[config.mk]
export PLATFORM = sky130hd
export DESIGN_NAME = decode_stage
export DESIGN_NICKNAME = d
export VERILOG_FILES = /design/src/rtl/decode_stage_pkg.sv /design/src/rtl/decode_stage_imm_gen.sv /design/src/rtl/decode_stage.sv
export SDC_FILE = /design/constraint.sdc
export NUM_CORES = 1
export LEC_CHECK = 0
export ABC_AREA = 1
export CAP_MARGIN = 20
export CELL_PAD_IN_SITES_DETAIL_PLACEMENT = 1
export CELL_PAD_IN_SITES_GLOBAL_PLACEMENT = 1
export CORE_MARGIN = 5
export CORE_UTILIZATION = 35
export DETAILED_ROUTE_END_ITERATION = 16
export PLACE_DENSITY_LB_ADDON = 0.1
export REMOVE_ABC_BUFFERS = 1
export SLEW_MARGIN = 20
export SYNTH_ARGS = -nofsm -noshare
export SYNTH_HDL_FRONTEND = slang
export SYNTH_HIERARCHICAL = 1
export SYNTH_SLANG_ARGS = --single-unit
[constraint.sdc]
create_clock -name clk -period 11.3 [get_ports clk]
set_clock_uncertainty 0.2 [all_clocks]
set_input_delay 1.695 -clock clk [delete_from_list [all_inputs] [get_ports clk]]
set_output_delay 1.695 -clock clk [all_outputs]
set_load 0.02 [all_outputs]
[src/rtl/decode_stage_pkg.sv]
`default_nettype none
// ============================================================================
// Module   : decode_stage_pkg
// Purpose  : RV32I base opcode constants, immediate-format enumeration and
//            small classification helpers shared by the decode stage and
//            the immediate generator (also used by the branch target unit).
// Revision : 1.0  initial release
// ============================================================================
package decode_stage_pkg;

  localparam logic [6:0] C_OPC_LOAD     = 7'b0000011;
  localparam logic [6:0] C_OPC_MISC_MEM = 7'b0001111;
  localparam logic [6:0] C_OPC_OP_IMM   = 7'b0010011;
  localparam logic [6:0] C_OPC_AUIPC    = 7'b0010111;
  localparam logic [6:0] C_OPC_STORE    = 7'b0100011;
  localparam logic [6:0] C_OPC_OP       = 7'b0110011;
  localparam logic [6:0] C_OPC_LUI      = 7'b0110111;
  localparam logic [6:0] C_OPC_BRANCH   = 7'b1100011;
  localparam logic [6:0] C_OPC_JALR     = 7'b1100111;
  localparam logic [6:0] C_OPC_JAL      = 7'b1101111;
  localparam logic [6:0] C_OPC_SYSTEM   = 7'b1110011;

  // funct3 shared by SRL/SRA and SRLI/SRAI
  localparam logic [2:0] C_F3_SR = 3'b101;

  typedef enum logic [2:0] {
    IMM_NONE = 3'd0,
    IMM_I    = 3'd1,
    IMM_S    = 3'd2,
    IMM_B    = 3'd3,
    IMM_U    = 3'd4,
    IMM_J    = 3'd5
  } imm_fmt_e;

  // FENCE/SYSTEM deliberately map to IMM_NONE: their fields are not
  // consumed as an arithmetic immediate by this datapath.
  function automatic imm_fmt_e imm_fmt(input logic [6:0] opcode);
    imm_fmt_e fmt;
    case (opcode)
      C_OPC_OP_IMM, C_OPC_LOAD, C_OPC_JALR: fmt = IMM_I;
      C_OPC_STORE:                          fmt = IMM_S;
      C_OPC_BRANCH:                         fmt = IMM_B;
      C_OPC_LUI, C_OPC_AUIPC:               fmt = IMM_U;
      C_OPC_JAL:                            fmt = IMM_J;
      default:                              fmt = IMM_NONE;
    endcase
    return fmt;
  endfunction

  function automatic logic is_legal(input logic [6:0] opcode);
    logic legal;
    case (opcode)
      C_OPC_LOAD, C_OPC_MISC_MEM, C_OPC_OP_IMM, C_OPC_AUIPC, C_OPC_STORE,
      C_OPC_OP, C_OPC_LUI, C_OPC_BRANCH, C_OPC_JALR, C_OPC_JAL,
      C_OPC_SYSTEM: legal = 1'b1;
      default:      legal = 1'b0;
    endcase
    return legal;
  endfunction

endpackage
`default_nettype wire

[src/rtl/decode_stage_imm_gen.sv]
`default_nettype none
// ============================================================================
// Module   : imm_gen
// Purpose  : Purely combinational RV32I immediate generator. Selects the
//            I/S/B/U/J layout from the opcode and sign-extends to XLEN.
//            R-type, FENCE/SYSTEM and illegal opcodes produce zero.
// Ports    : inst   [31:7]   instruction bits above the opcode field
//            opcode [6:0]    instruction opcode field
//            imm    [XLEN-1:0] sign-extended immediate
// Revision : 1.0  initial release
// ============================================================================
module imm_gen
  import decode_stage_pkg::*;
#(
  parameter int XLEN = 32
) (
  input  logic [31:7]     inst,
  input  logic [6:0]      opcode,
  output logic [XLEN-1:0] imm
);

  logic [31:0] w_imm32;

  always_comb begin
    w_imm32 = '0;
    case (imm_fmt(opcode))
      IMM_I:   w_imm32 = {{20{inst[31]}}, inst[31:20]};
      IMM_S:   w_imm32 = {{20{inst[31]}}, inst[31:25], inst[11:7]};
      IMM_B:   w_imm32 = {{19{inst[31]}}, inst[31], inst[7], inst[30:25],
                          inst[11:8], 1'b0};
      IMM_U:   w_imm32 = {inst[31:12], 12'b0};
      IMM_J:   w_imm32 = {{11{inst[31]}}, inst[31], inst[19:12], inst[20],
                          inst[30:21], 1'b0};
      default: w_imm32 = '0;
    endcase
  end

  // Bit 31 is the sign for every format, so widening replicates it.
  assign imm = {{(XLEN-31){w_imm32[31]}}, w_imm32[30:0]};

endmodule
`default_nettype wire

[src/rtl/decode_stage.sv]
`default_nettype none
// ============================================================================
// Module   : decode_stage
// Purpose  : RV32I ID stage. Decodes {pc, inst} from fetch combinationally
//            and captures the fields into the ID/EX register on accept.
//            valid/ready handshake toward fetch and execute, flush, and a
//            saturating count of cycles stalled by execute.
// Ports    : clk, rst (async, active high)
//            if_valid/if_ready/if_pc/if_inst   fetch side
//            flush                             squash ID/EX and current accept
//            ex_ready                          execute consumes id_* this cycle
//            id_valid, id_pc, id_opcode, id_funct3, id_add_rshift_type,
//            id_rd, id_rs1, id_rs2, id_imm, id_illegal   ID/EX register
//            stall_cnt                         saturating stall counter
// Revision : 1.0  initial release
// ============================================================================
module decode_stage
  import decode_stage_pkg::*;
#(
  parameter int XLEN  = 32,
  parameter int CNT_W = 16
) (
  input  logic             clk,
  input  logic             rst,
  input  logic             if_valid,
  output logic             if_ready,
  input  logic [XLEN-1:0]  if_pc,
  input  logic [31:0]      if_inst,
  input  logic             flush,
  input  logic             ex_ready,
  output logic             id_valid,
  output logic [XLEN-1:0]  id_pc,
  output logic [6:0]       id_opcode,
  output logic [2:0]       id_funct3,
  output logic             id_add_rshift_type,
  output logic [4:0]       id_rd,
  output logic [4:0]       id_rs1,
  output logic [4:0]       id_rs2,
  output logic [XLEN-1:0]  id_imm,
  output logic             id_illegal,
  output logic [CNT_W-1:0] stall_cnt
);

  // --------------------------------------------------------------------------
  // Combinational decode of the presented instruction
  // --------------------------------------------------------------------------
  logic [6:0]      w_opcode;
  logic [2:0]      w_funct3;
  logic            w_add_rshift_type;
  logic [4:0]      w_rd;
  logic [4:0]      w_rs1;
  logic [4:0]      w_rs2;
  logic [XLEN-1:0] w_imm;
  logic            w_illegal;
  logic            w_accept;

  assign w_opcode  = if_inst[6:0];
  assign w_funct3  = if_inst[14:12];
  assign w_illegal = !is_legal(w_opcode);

  always_comb begin
    w_add_rshift_type = 1'b0;
    w_rd              = if_inst[11:7];
    w_rs1             = if_inst[19:15];
    w_rs2             = 5'd0;

    // OP-IMM only honours inst[30] for the shift-right group; for ADDI etc.
    // that bit is immediate data and must never turn an add into a subtract.
    if (w_opcode == C_OPC_OP) begin
      w_add_rshift_type = if_inst[30];
    end else if (w_opcode == C_OPC_OP_IMM && w_funct3 == C_F3_SR) begin
      w_add_rshift_type = if_inst[30];
    end

    if (w_opcode == C_OPC_OP || w_opcode == C_OPC_STORE ||
        w_opcode == C_OPC_BRANCH) begin
      w_rs2 = if_inst[24:20];
    end

    if (w_opcode == C_OPC_LUI || w_opcode == C_OPC_AUIPC ||
        w_opcode == C_OPC_JAL) begin
      w_rs1 = 5'd0;
    end

    if (w_opcode == C_OPC_STORE || w_opcode == C_OPC_BRANCH) begin
      w_rd = 5'd0;
    end
  end

  imm_gen #(
    .XLEN   (XLEN)
  ) u_imm_gen (
    .inst   (if_inst[31:7]),
    .opcode (w_opcode),
    .imm    (w_imm)
  );

  // --------------------------------------------------------------------------
  // Handshake
  // --------------------------------------------------------------------------
  logic id_valid_q, id_valid_d;

  assign if_ready = !id_valid_q || ex_ready;
  assign w_accept = if_valid && if_ready && !flush;

  // --------------------------------------------------------------------------
  // ID/EX register bank (single enable = accept)
  // --------------------------------------------------------------------------
  logic [XLEN-1:0]  pc_q,        pc_d;
  logic [6:0]       opcode_q,    opcode_d;
  logic [2:0]       funct3_q,    funct3_d;
  logic             addrs_q,     addrs_d;
  logic [4:0]       rd_q,        rd_d;
  logic [4:0]       rs1_q,       rs1_d;
  logic [4:0]       rs2_q,       rs2_d;
  logic [XLEN-1:0]  imm_q,       imm_d;
  logic             illegal_q,   illegal_d;
  logic [CNT_W-1:0] stall_cnt_q, stall_cnt_d;

  always_comb begin
    id_valid_d  = id_valid_q;
    pc_d        = pc_q;
    opcode_d    = opcode_q;
    funct3_d    = funct3_q;
    addrs_d     = addrs_q;
    rd_d        = rd_q;
    rs1_d       = rs1_q;
    rs2_d       = rs2_q;
    imm_d       = imm_q;
    illegal_d   = illegal_q;
    stall_cnt_d = stall_cnt_q;

    // Flush wins; otherwise a new accept refills, otherwise a consume drains.
    if (flush) begin
      id_valid_d = 1'b0;
    end else if (w_accept) begin
      id_valid_d = 1'b1;
    end else if (ex_ready) begin
      id_valid_d = 1'b0;
    end

    if (w_accept) begin
      pc_d      = if_pc;
      opcode_d  = w_opcode;
      funct3_d  = w_funct3;
      addrs_d   = w_add_rshift_type;
      rd_d      = w_rd;
      rs1_d     = w_rs1;
      rs2_d     = w_rs2;
      imm_d     = w_imm;
      illegal_d = w_illegal;
    end

    if (id_valid_q && !ex_ready && (stall_cnt_q != '1)) begin
      stall_cnt_d = stall_cnt_q + CNT_W'(1);
    end
  end

  always_ff @(posedge clk or posedge rst) begin
    if (rst) begin
      id_valid_q  <= 1'b0;
      pc_q        <= '0;
      opcode_q    <= '0;
      funct3_q    <= '0;
      addrs_q     <= 1'b0;
      rd_q        <= '0;
      rs1_q       <= '0;
      rs2_q       <= '0;
      imm_q       <= '0;
      illegal_q   <= 1'b0;
      stall_cnt_q <= '0;
    end else begin
      id_valid_q  <= id_valid_d;
      pc_q        <= pc_d;
      opcode_q    <= opcode_d;
      funct3_q    <= funct3_d;
      addrs_q     <= addrs_d;
      rd_q        <= rd_d;
      rs1_q       <= rs1_d;
      rs2_q       <= rs2_d;
      imm_q       <= imm_d;
      illegal_q   <= illegal_d;
      stall_cnt_q <= stall_cnt_d;
    end
  end

  assign id_valid           = id_valid_q;
  assign id_pc              = pc_q;
  assign id_opcode          = opcode_q;
  assign id_funct3          = funct3_q;
  assign id_add_rshift_type = addrs_q;
  assign id_rd              = rd_q;
  assign id_rs1             = rs1_q;
  assign id_rs2             = rs2_q;
  assign id_imm             = imm_q;
  assign id_illegal         = illegal_q;
  assign stall_cnt          = stall_cnt_q;

endmodule
`default_nettype wire

After elaboration in Yosys (flattened, before gate mapping)
Index checks and enable logic that the tools add are counted.
{"block": "word_totals", "ff_bits": 108, "output_inout_bits": 109}
{"block": "op_classes", "n_addsub": 1, "n_eq_ne": 18, "mux": 11, "n_reduce_logical": 19}
{"cell": "one-hot mux 32 bit (5 select lines)", "n": 1}
{"cell": "== test 7 bit (second input constant)", "n": 4}
{"cell": "== test 7 x 6 -> 1 bit (second input constant)", "n": 3}
{"cell": "adder 16 x 1 -> 16 bit (second input constant)", "n": 1}
{"cell": "!= test 16 bit (second input constant)", "n": 1}
{"cell": "2-to-1 mux 5 bit", "n": 3}
{"cell": "one-hot mux 3 bit (5 select lines)", "n": 1}
{"cell": "== test 7 x 5 -> 1 bit (second input constant)", "n": 2}
{"cell": "OR reduction 11 bit", "n": 1}
{"cell": "== test 3 bit (second input constant)", "n": 3}
{"cell": "== test 7 x 2 -> 1 bit (second input constant)", "n": 1}
{"cell": "== test 7 x 4 -> 1 bit (second input constant)", "n": 1}
{"cell": "== test 3 x 2 -> 1 bit (second input constant)", "n": 2}
{"cell": "logical OR 1 bit", "n": 6}
{"cell": "2-to-1 mux 1 bit", "n": 6}
{"cell": "logical AND 1 bit", "n": 5}
{"cell": "logical NOT 1 bit", "n": 4}
{"cell": "== test 3 x 1 -> 1 bit (second input constant)", "n": 1}
{"cell": "nonzero test 3 bit", "n": 1}
{"cell": "OR reduction 3 bit", "n": 1}
{"cell": "OR reduction 2 bit", "n": 1}

Depth between registers and ports, before layout
{"block": "logic_depth", "ltp_word": 6, "ltp_mapped": 10}

Modules after synthesis
Netlist, hierarchy kept.
{"module": "decode_stage", "instances": 1, "cells_per_inst": 561, "area_per_inst_um2": 4653.2}
{"module": "imm_gen", "instances": 1, "cells_per_inst": 162, "area_per_inst_um2": 739.5}

Worst setup path after synthesis
No wires, ideal clock.
{"block": "synth_path", "path_type": "input -> output", "from": "input ex_ready", "to": "output if_ready", "arrival_ns": 1.989, "path_slack_ns": 7.416, "cell_stages": 2, "path_cell_list": "nor2_4 > inv_2"}
{"block": "synth_via", "elab_chain_cells": 1}
{"element": "start: declaration", "line": "decode_stage.sv:30", "text": "input logic ex_ready,"}
{"element": "logical OR 1 bit", "line": "decode_stage.sv:103", "text": "assign if_ready = !id_valid_q || ex_ready;"}
{"element": "end: declaration", "line": "decode_stage.sv:26", "text": "output logic if_ready,"}
No other way between the ends.

Worst setup path after layout
Same ends and word-level chain as after synthesis.

==> run summary <==
Clock transition at the registers of the reported paths - 0.07 ns
CP Cell Sequence - clkdlybuf4s50_1, nor2_4, inv_2, clkdlybuf4s50_1
Worst VDD drop - 0.0681 mV
Total core area - 15100 µm²
Initial antenna violation count - 2
Total global-route track usage - 0.198
Slew @ Worst Pin - 1.05 ns
# DRC - 0
Vias - 5240
GRT overflow - 0
Final Max Slew Viols - 0
Clock root cell - clkbuf_16
P per Cell Area - 136 nW/µm²
First-pass GRT wire length - 28800 µm
CTS tree - done
Crit-path most repeated cell - clkdlybuf4s50_1
Most frequent cells in the layout - nand2_1 (372), clkdlybuf4s50_1 (177), dfrtp_1 (108), nand3_1 (50), nor2_1 (47)
Post-Syn Area per Cell - 7.46 µm²
Cell Area, Synth - 5390 µm²
Synthesis-stage register bit count - 108
Worst Path Max Fanout - 7
Sequential area share after synthesis - 0.501
Initial DRC count - 225
Hold Crit Class - reg2reg
Ports - 178
Row Count - 45
Fin crit share - 0.435
Cts repair resizes - 0
Worst path max stage delay - 0.55 ns
Drt via density - 4.84
Mapped Cells - 723
Unrepaired setup endpoints after global routing - false
Die area - 18000 µm²
Iteration count of the initial detailed-routing pass - 4
Worst endpoint required time - 9.41 ns
Yosys cell types - 26
Layout cell share with drive strength beyond 1 - 0.0504
Critical Path Sink Type - primary output
Pin count of the biggest net entering global routing - 99
WP data arrival - 3.02 ns
Number of H-tree levels - 3
Status - finished clean
Layout area overhead - 39.4%
Total power - 1020 µW
# hold bufs at CTS - 0
Dpl hpwl - 12600 µm
Synth area leader - dfrtp_1
I/O Buffers - 177
Starting Density - 0.356
Lkg Pwr - 0.00380 µW
Synth area leaders - dfrtp_1 (50%), nand2_1 (26%), nand3_1 (4.6%)
Die Y-Extent - 134 µm
Min Tclk post-route - 4.92 ns
Yosys top cell area share - 0.501
Vias in the first global route - 5533
Crit Path Category - in2out
Clock sinks - 108
Die Width - 134 µm
Slowest CP cell - clkdlybuf4s50_1
Final setup fails - 0
F_max - 203 MHz
Antenna Nets Post-Route - 0
Reported max-cap violation count - 0
Setup TNS - 0 ns
TritonCTS Buffers - 9
Critical path startpoint category - input port
Most common cell after layout, fill and taps aside - nand2_1
Post-layout util - 0.496
Latest clock arrival within the worst-skew pair - 0.35 ns
Final nets - 958
Max_slew headroom - 0.299
DRT Wirelength - 17300 µm
Synthesis warning total - 6
Final Wtd Congestion - 0.806
Final Hold Fails - 0
Deepest clock path buffer count - 2
Setup bufs post-CTS - 0
DR WL/cell - 15.9 µm
[flip-flops by register name (all words and copies together), names as in the netlist]
name / count
id_add_rshift_type: 1
id_illegal: 1
id_valid: 1
id_funct3: 3
id_pc: 32
stall_cnt: 16
id_rd: 5
id_rs2: 5
id_rs1: 5
id_opcode: 7
id_imm: 32
[synth_stat cells]
| cell type | number |
|---|---|
| nand2_1 | 372 |
| dfrtp_1 | 108 |
| nand3_1 | 50 |
| nor2_1 | 47 |
| inv_1 | 43 |
| o21ai_0 | 20 |
| buf_2 | 10 |
| o21ai_1 | 10 |
| buf_6 | 9 |
| inv_2 | 8 |
| nand4_1 | 8 |
| nand2_2 | 7 |
| buf_4 | 5 |
| xnor2_1 | 5 |
| nand2_4 | 4 |
| nor2_4 | 3 |
| a21oi_1 | 2 |
| nand3_2 | 2 |
| o211ai_1 | 2 |
| o21ai_2 | 2 |
| clkbuf_1 | 1 |
| ha_1 | 1 |
| nor2_8 | 1 |
| nor3_1 | 1 |
| o21bai_1 | 1 |
| xor2_1 | 1 |
[area by class of cell]
type / instances / area [µm²]
clock buffers: 13 / 270
multi-input cells: 539 / 2310
inverters: 51 / 194
well taps: 188 / 235
diodes: 2 / 5.00
fillers: 1891 / 7630
clock inverters: 3 / 18.8
repair buffers: 179 / 1790
flip-flops and latches: 108 / 2700
[final timing paths]
| path | start | to | slack (ns) | depth (start not counted) |
|---|---|---|---|---|
| hold / removal | id_imm[22] | id_imm[22] | 0.28 | 2 |
| hold reg to reg | id_imm[22] | id_imm[22] | 0.28 | 2 |
| max in group asynchronous | rst | id_opcode[3] | 8.03 | 3 |
| min in group asynchronous | rst | id_pc[10] | 1.53 | 2 |
| setup reg to reg | id_valid | id_rs1[1] | 8.55 | 8 |
| setup / recovery | ex_ready | if_ready | 6.38 | 4 |
[report_power, final]
| part | internal [µW] | switching (µW) |
|---|---|---|
| sequential | 426 | 30.5 |
| combinational | 115 | 137 |
| clock | 168 | 143 |
[critical path, delay by kind of cell]
family | cells | cell delay (ns)
buffers and inverters | 3 | 1.09
AND/OR/NAND/NOR | 1 | 0.23
[layer usage]
metal	global-route usage	part of all wire	vias to the layer above	wire length, µm
met5	0	0	-	0
met3	0.0383	0.043	18	746
met1	0.243	0.43	2560	7400
met2	0.348	0.51	104	8820
met4	0.0662	0.018	0	306
li1	-	-	2558	-
[stage by stage]
| step | cells | area (µm²) | hold slack (ns) | worst slack, ns |
|---|---|---|---|---|
| after floorplan | 698 | 5200 | 0.391 | 6.56 |
| after global placement | 1065 | 7220 | 0.261 | 6.41 |
| after detailed placement | 1065 | 7220 | 0.265 | 6.37 |
| after CTS | 1081 | 7510 | 0.284 | 6.37 |
| after global routing | 1083 | 7520 | 0.309 | 6.33 |
| final | 1083 | 7520 | 0.280 | 6.38 |
[cells by family after synthesis]
kind of cell / after synthesis / share of synthesized area
flops: 108 / 0.501
xor+xnor: 6 / 0.00974
compound gates: 37 / 0.0371
buf+inv: 76 / 0.0712
fa+ha+maj: 1 / 0.00232
simple gates: 495 / 0.378
No activity file was read; power rests on OpenSTA's default activity.
